==> src/rtl/seq_match_ctrl_if.sv <==
// rtl/seq_match_ctrl_if.sv - control/data/status bundle for the sequence matcher
// Master drives pattern, strobes and symbols; slave returns hit and window status.

interface seq_match_ctrl_if #(
   parameter int SYM_W = 3,
   parameter int DEPTH = 5,
   parameter int CNT_W = 8
);
   logic                          load_i;
   logic [SYM_W*DEPTH-1:0]        pattern_i;
   logic                          clear_i;
   logic                          valid_i;
   logic [SYM_W-1:0]              data_i;
   logic                          mode_i;
   logic                          match_o;
   logic                          success_o;
   logic [CNT_W-1:0]              match_cnt_o;
   logic [$clog2(DEPTH+1)-1:0]    fill_o;

   modport master (
      output load_i, pattern_i, clear_i, valid_i, data_i, mode_i,
      input  match_o, success_o, match_cnt_o, fill_o
   );

   modport slave (
      input  load_i, pattern_i, clear_i, valid_i, data_i, mode_i,
      output match_o, success_o, match_cnt_o, fill_o
   );
endinterface

==> src/rtl/seq_match_ctrl.sv <==
// rtl/seq_match_ctrl.sv - sliding-window pattern matcher with hit pulse, sticky flag and counter
// Overlapping (mode 0) or non-overlapping (mode 1) detection over the last DEPTH accepted symbols.

module seq_match_ctrl #(
   parameter int SYM_W = 3,
   parameter int DEPTH = 5,
   parameter int CNT_W = 8
) (
   input  logic            clk_i,
   input  logic            rst_n_i,
   seq_match_ctrl_if.slave bus
);
   localparam int                HIST_W    = SYM_W * DEPTH;
   localparam int                FILL_W    = $clog2(DEPTH + 1);
   localparam logic [FILL_W-1:0] FILL_FULL = FILL_W'(DEPTH);
   localparam logic [CNT_W-1:0]  CNT_MAX   = {CNT_W{1'b1}};

   logic [HIST_W-1:0] pattern_q, pattern_d;
   logic [HIST_W-1:0] hist_q, hist_d, hist_shift;
   logic [FILL_W-1:0] fill_q, fill_d, fill_inc;
   logic [CNT_W-1:0]  cnt_q, cnt_d;
   logic              match_q, match_d;
   logic              success_q, success_d;
   logic              hit;

   always_comb begin
      pattern_d  = pattern_q;
      hist_d     = hist_q;
      fill_d     = fill_q;
      cnt_d      = cnt_q;
      success_d  = success_q;
      match_d    = 1'b0;
      hist_shift = {bus.data_i, hist_q[HIST_W-1:SYM_W]};
      fill_inc   = (fill_q == FILL_FULL) ? FILL_FULL : fill_q + FILL_W'(1);
      // The fill guard stops an all-zero pattern matching the cleared history.
      hit        = (hist_shift == pattern_q) && (fill_inc == FILL_FULL);

      if (bus.load_i || bus.clear_i) begin
         if (bus.load_i) begin
            pattern_d = bus.pattern_i;
         end
         hist_d    = '0;
         fill_d    = '0;
         cnt_d     = '0;
         success_d = 1'b0;
      end else if (bus.valid_i) begin
         hist_d = hist_shift;
         fill_d = fill_inc;
         if (hit) begin
            match_d   = 1'b1;
            success_d = 1'b1;
            if (cnt_q != CNT_MAX) begin
               cnt_d = cnt_q + CNT_W'(1);
            end
            if (bus.mode_i) begin
               fill_d = '0;
            end
         end
      end
   end

   always_ff @(posedge clk_i or negedge rst_n_i) begin
      if (!rst_n_i) begin
         pattern_q <= '0;
         hist_q    <= '0;
         fill_q    <= '0;
         cnt_q     <= '0;
         match_q   <= 1'b0;
         success_q <= 1'b0;
      end else begin
         pattern_q <= pattern_d;
         hist_q    <= hist_d;
         fill_q    <= fill_d;
         cnt_q     <= cnt_d;
         match_q   <= match_d;
         success_q <= success_d;
      end
   end

   assign bus.match_o     = match_q;
   assign bus.success_o   = success_q;
   assign bus.match_cnt_o = cnt_q;
   assign bus.fill_o      = fill_q;
endmodule

==> src/flat_wrapper.sv <==
// flat-port wrapper written by rule: the top's interface ports become plain ports
module seq_match_ctrl_flat 
#(
   parameter int SYM_W = 3,
   parameter int DEPTH = 5,
   parameter int CNT_W = 8
)
  (clk_i, rst_n_i, bus_load_i, bus_pattern_i, bus_clear_i, bus_valid_i, bus_data_i, bus_mode_i, bus_match_o, bus_success_o, bus_match_cnt_o, bus_fill_o);
  seq_match_ctrl_if #(.SYM_W(SYM_W), .DEPTH(DEPTH), .CNT_W(CNT_W)) bus_i ();
  input  logic clk_i;
  input  logic rst_n_i;
  input wire logic [$bits(bus_i.load_i)-1:0] bus_load_i;
  input wire logic [$bits(bus_i.pattern_i)-1:0] bus_pattern_i;
  input wire logic [$bits(bus_i.clear_i)-1:0] bus_clear_i;
  input wire logic [$bits(bus_i.valid_i)-1:0] bus_valid_i;
  input wire logic [$bits(bus_i.data_i)-1:0] bus_data_i;
  input wire logic [$bits(bus_i.mode_i)-1:0] bus_mode_i;
  output wire logic [$bits(bus_i.match_o)-1:0] bus_match_o;
  output wire logic [$bits(bus_i.success_o)-1:0] bus_success_o;
  output wire logic [$bits(bus_i.match_cnt_o)-1:0] bus_match_cnt_o;
  output wire logic [$bits(bus_i.fill_o)-1:0] bus_fill_o;
  assign bus_i.load_i = bus_load_i;
  assign bus_i.pattern_i = bus_pattern_i;
  assign bus_i.clear_i = bus_clear_i;
  assign bus_i.valid_i = bus_valid_i;
  assign bus_i.data_i = bus_data_i;
  assign bus_i.mode_i = bus_mode_i;
  assign bus_match_o = bus_i.match_o;
  assign bus_success_o = bus_i.success_o;
  assign bus_match_cnt_o = bus_i.match_cnt_o;
  assign bus_fill_o = bus_i.fill_o;
  seq_match_ctrl #(.SYM_W(SYM_W), .DEPTH(DEPTH), .CNT_W(CNT_W)) u_core (.clk_i(clk_i), .rst_n_i(rst_n_i), .bus(bus_i));
endmodule
==> config.mk <==
export PLATFORM = sky130hd
export DESIGN_NAME = seq_match_ctrl_flat
export DESIGN_NICKNAME = d
export VERILOG_FILES = /design/src/rtl/seq_match_ctrl_if.sv /design/src/rtl/seq_match_ctrl.sv /design/src/flat_wrapper.sv
export SDC_FILE = /design/constraint.sdc
export NUM_CORES = 1
export LEC_CHECK = 0
export BUFFER_PORTS_ARGS = -buffer_cell sky130_fd_sc_hd__buf_2
export CAP_MARGIN = 0
export CORE_UTILIZATION = 54
export CTS_CLUSTER_DIAMETER = 100
export DETAILED_ROUTE_END_ITERATION = 12
export PLACE_DENSITY = 0.84
export SLEW_MARGIN = 20
export SYNTH_ARGS = -nofsm -noshare
export SYNTH_HDL_FRONTEND = slang
export SYNTH_SLANG_ARGS = --single-unit
==> constraint.sdc <==
create_clock -name clk_i -period 2.6 [get_ports clk_i]
set_clock_uncertainty 0.2 [all_clocks]
set_input_delay 0.52 -clock clk_i [delete_from_list [all_inputs] [get_ports clk_i]]
set_output_delay 0.52 -clock clk_i [all_outputs]
set_load 0.02 [all_outputs]
==> metrics.txt <==
# TYPE chip_impl_metric gauge
chip_impl_info{name="hold_class",value="in -> async"} 1
chip_impl_metric{name="max_cap_violations",unit=""} 0
chip_impl_info{name="synth_top_flop_cell",value="sky130_fd_sc_hd__dfrtp_1"} 1
chip_impl_metric{name="total_switching_power",unit="µW"} 299
chip_impl_metric{name="share_of_async_settable_or_async_resettable_flops_after_synthesis",unit=""} 1.00
chip_impl_metric{name="power.clock.fraction",unit=""} 0.435
chip_impl_metric{name="drt-initial-drc-count",unit=""} 79
chip_impl_metric{name="synth.yosys.warnings",unit=""} 0
chip_impl_metric{name="leakage",unit="µW"} 0.00107
chip_impl_metric{name="placementRows",unit=""} 21
chip_impl_metric{name="gp_routability_congestion",unit=""} 0.877
chip_impl_metric{name="total_routed_length",unit="mm"} 3.89
chip_impl_metric{name="num_antenna_cells",unit=""} 0
chip_impl_info{name="clock_tree.root_cell",value="sky130_fd_sc_hd__clkbuf_4"} 1
chip_impl_metric{name="final-setup-viol-count",unit=""} 0
chip_impl_metric{name="mappedNetlistArea",unit="µm²"} 1900
chip_impl_info{name="synth.cells.most_frequent",value="sky130_fd_sc_hd__dfrtp_1 (40), sky130_fd_sc_hd__nor2_1 (17), sky130_fd_sc_hd__mux2_2 (15), sky130_fd_sc_hd__xor2_1 (15), sky130_fd_sc_hd__mux2i_1 (12)"} 1
chip_impl_info{name="reg2reg_to",value="u_core.bus.match_cnt_o[5]"} 1
chip_impl_metric{name="clock-sinks",unit=""} 40
chip_impl_metric{name="clock_transition_time_at_the_flip_flop_clock_pins_of_the_worst_setup_and_hold_paths",unit="ns"} 0.13
chip_impl_metric{name="timing.reg2reg.worst_path_depth",unit=""} 6
chip_impl_metric{name="timing.max_slew.rel_slack",unit=""} 0.426
chip_impl_info{name="crit_path_end_kind",value="register"} 1
chip_impl_metric{name="core_region_area",unit="µm²"} 3360
chip_impl_metric{name="drcViolationCount",unit=""} 0
chip_impl_metric{name="syn_inst",unit=""} 166
chip_impl_metric{name="internal-power",unit="µW"} 1100
chip_impl_metric{name="power_density",unit="nW/µm²"} 619
chip_impl_metric{name="layout_cell_share_with_drive_strength_beyond_1",unit=""} 0.329
chip_impl_metric{name="avgRoutedWirePerCell",unit="µm"} 15.4
chip_impl_metric{name="synth_largest_type_area_fraction",unit=""} 0.528
chip_impl_metric{name="timing.critical_path.required",unit="ns"} 2.68
chip_impl_metric{name="clk_path_buf_depth",unit=""} 2
chip_impl_metric{name="use_met3",unit=""} 0.0441
chip_impl_metric{name="global_route.overflow_total",unit=""} 0
chip_impl_metric{name="cts_made_buffers",unit=""} 5
chip_impl_metric{name="slew_viol_final",unit=""} 0
chip_impl_metric{name="detailed_place_hpwl",unit="mm"} 2.86
chip_impl_info{name="outcome",value="complete, no violations"} 1
chip_impl_metric{name="worst-endpoint-arrival",unit="ns"} 2.32
chip_impl_metric{name="largest_net_degree_at_the_start_of_global_routing",unit=""} 41
chip_impl_metric{name="combinationalPowerShare",unit=""} 0.087
chip_impl_metric{name="hold_violations",unit=""} 0
chip_impl_info{name="synthMostInstantiatedCell",value="sky130_fd_sc_hd__dfrtp_1"} 1
chip_impl_metric{name="floorplan.die.height",unit="µm"} 61.3
chip_impl_metric{name="vias",unit=""} 1423
chip_impl_metric{name="io_pins",unit=""} 37
chip_impl_metric{name="grt_pass1_vias",unit=""} 1392
chip_impl_info{name="grt.busiest_layer",value="met2"} 1
chip_impl_metric{name="globalRouteMet1Util",unit=""} 0.295
chip_impl_info{name="startpoint_type",value="register"} 1
chip_impl_info{name="path_class",value="reg -> reg"} 1
chip_impl_metric{name="fp.dieArea",unit="µm²"} 3750
chip_impl_metric{name="switching_share",unit=""} 0.214
chip_impl_info{name="unrepaired_setup_endpoints_after_global_routing",value="false"} 1
chip_impl_metric{name="io_buffer_count",unit=""} 36
chip_impl_metric{name="initial_utilization",unit=""} 0.564
chip_impl_info{name="cts_tree",value="built"} 1
chip_impl_metric{name="yosysSeqAreaShare",unit=""} 0.528
chip_impl_metric{name="power.share.sequential",unit=""} 0.477
chip_impl_metric{name="final.setup.tns",unit="ns"} 0
chip_impl_metric{name="rrSetupSlack",unit="ns"} 0.36
chip_impl_metric{name="post_synth_edffs",unit=""} 0
chip_impl_metric{name="peak_freq",unit="MHz"} 445
chip_impl_metric{name="cts.htree.levels",unit=""} 2
chip_impl_metric{name="grt_first_pass_wirelength",unit="mm"} 6.35
chip_impl_metric{name="met2_usage",unit=""} 0.407
chip_impl_metric{name="placedInstanceArea",unit="µm²"} 2140
chip_impl_metric{name="final_core_utilization",unit=""} 0.673
chip_impl_metric{name="final_instance_area",unit="µm²"} 2260
chip_impl_metric{name="cts_hold_buf",unit=""} 0
chip_impl_metric{name="layout_worst_path_cycle_share",unit=""} 0.863
chip_impl_metric{name="ys_seq_elements",unit=""} 40
chip_impl_metric{name="detail_route.vias_per_cell",unit=""} 5.62
chip_impl_metric{name="groute.usage.overall",unit=""} 0.241
chip_impl_info{name="yosys-top-cells-area",value="sky130_fd_sc_hd__dfrtp_1 (53%), sky130_fd_sc_hd__mux2_2 (8.9%), sky130_fd_sc_hd__xor2_1 (6.9%)"} 1
chip_impl_info{name="yosysTopAreaCell",value="sky130_fd_sc_hd__dfrtp_1"} 1
chip_impl_metric{name="net_count_of_the_finished_layout",unit=""} 231
chip_impl_metric{name="chipWidth",unit="µm"} 61.3
chip_impl_metric{name="ant_nets",unit=""} 0
chip_impl_metric{name="post-cts-setup-buffer-count",unit=""} 0
chip_impl_metric{name="syn2layout_area_growth",unit="%"} 19.4
chip_impl_metric{name="cts.repair.resized",unit=""} 0
chip_impl_metric{name="layout_min_cycle_time",unit="ns"} 2.24
chip_impl_metric{name="syn_avg_cell_area",unit="µm²"} 11.4
chip_impl_metric{name="timing_worst_slew_pin_value",unit="ns"} 0.861
chip_impl_metric{name="drt_pre_antenna_iters",unit=""} 4
chip_impl_metric{name="clock_latency",unit="ns"} 0.36
chip_impl_metric{name="grt_antenna_before_repair",unit=""} 0
chip_impl_info{name="worst_reg2reg_path_startpoint",value="u_core.pattern_q[14]"} 1
chip_impl_metric{name="vdd_drop_max",unit="V"} 0.000446
chip_impl_metric{name="synth_cell_type_count",unit=""} 35
chip_impl_metric{name="mappedNetlistNets",unit=""} 191
chip_impl_metric{name="path_max_fanout",unit=""} 6
## cells by family after synthesis
logic type      count (synthesis)  share of synthesized area
fa+ha+maj                       1                    0.00660
xor+xnor                       16                     0.0739
buf+inv                         9                     0.0185
simple gates                   52                      0.149
flops                          40                      0.528
compound gates                 21                     0.0719
mux                            27                      0.152
## state kept, by name, summed over array words and instances (netlist names)
name	cells
u_core.bus.match_cnt_o	8
u_core.bus.fill_o	3
u_core.hist_q	12
u_core.bus.match_o	1
u_core.bus.success_o	1
u_core.pattern_q	15
## worst max path at each step
stage	start	to	slack [ns]	cells past startpoint
6_report	u_core.pattern_q[14]	u_core.bus.match_cnt_o[5]	0.36	6
5_1_grt	u_core.pattern_q[14]	u_core.bus.match_cnt_o[5]	0.15	6
2_1_floorplan	bus_data_i[2]	u_core.bus.match_cnt_o[7]	0.59	6
3_5_place_dp	bus_data_i[2]	u_core.bus.match_cnt_o[5]	0.16	7
3_3_place_gp	bus_data_i[2]	u_core.bus.match_cnt_o[4]	0.28	7
4_1_cts	u_core.pattern_q[14]	u_core.bus.match_cnt_o[5]	0.35	6
## power by group through the flow
stage                     clock network (µW)  registers, µW  logic (µW)
after floorplan                            0            676        75.1
after global placement                     0            679         118
after detailed placement                   0            682         124
after CTS                                616            669         124
after global routing                     643            672         135
final                                    610            669         122
## placed cells by master, fill, tap and decap left out, drive strengths merged, types with 5 or more instances in the layout
cell / instances
xor2: 15
clkbuf: 5
nor2: 17
mux2: 15
buf: 40
dfrtp: 40
o21ai: 5
nor4: 7
nand2: 7
nand4: 5
mux2i: 12
a21oi: 7
## per-layer routing
layer,wire [µm],share of wire
met5,0,0
met4,71,0.018
met1,1660,0.43
met2,1990,0.51
met3,166,0.043
## final cells by class
cell class | instances | area [µm²]
clock inverter | 3 | 90.1
fill | 282 | 1100
sequential | 40 | 1000
clock buffer | 5 | 37.5
timing repair buffer | 40 | 210
tap | 46 | 57.6
multi-input combinational | 117 | 861
inverter | 2 | 7.51
## through the flow
stage	total power, µW	hold WS, ns	instances	worst slack (ns)
after floorplan	751	0.0244	166	0.593
after global placement	797	0.281	245	0.283
after detailed placement	805	0.285	245	0.156
after CTS	1410	0.0768	253	0.355
after global routing	1450	0.138	253	0.149
final	1400	0.0543	253	0.355
## worst max-delay path: stages (launching register included)
cell and delay, ns:
sky130_fd_sc_hd__dfrtp_1 0.42, sky130_fd_sc_hd__xor2_1 0.17, sky130_fd_sc_hd__nor4_2 0.37, sky130_fd_sc_hd__nand4_1 0.27, sky130_fd_sc_hd__buf_4 0.24, sky130_fd_sc_hd__or3_1 0.34, sky130_fd_sc_hd__a21oi_1 0.17
Power figures use the tool's default switching activity.
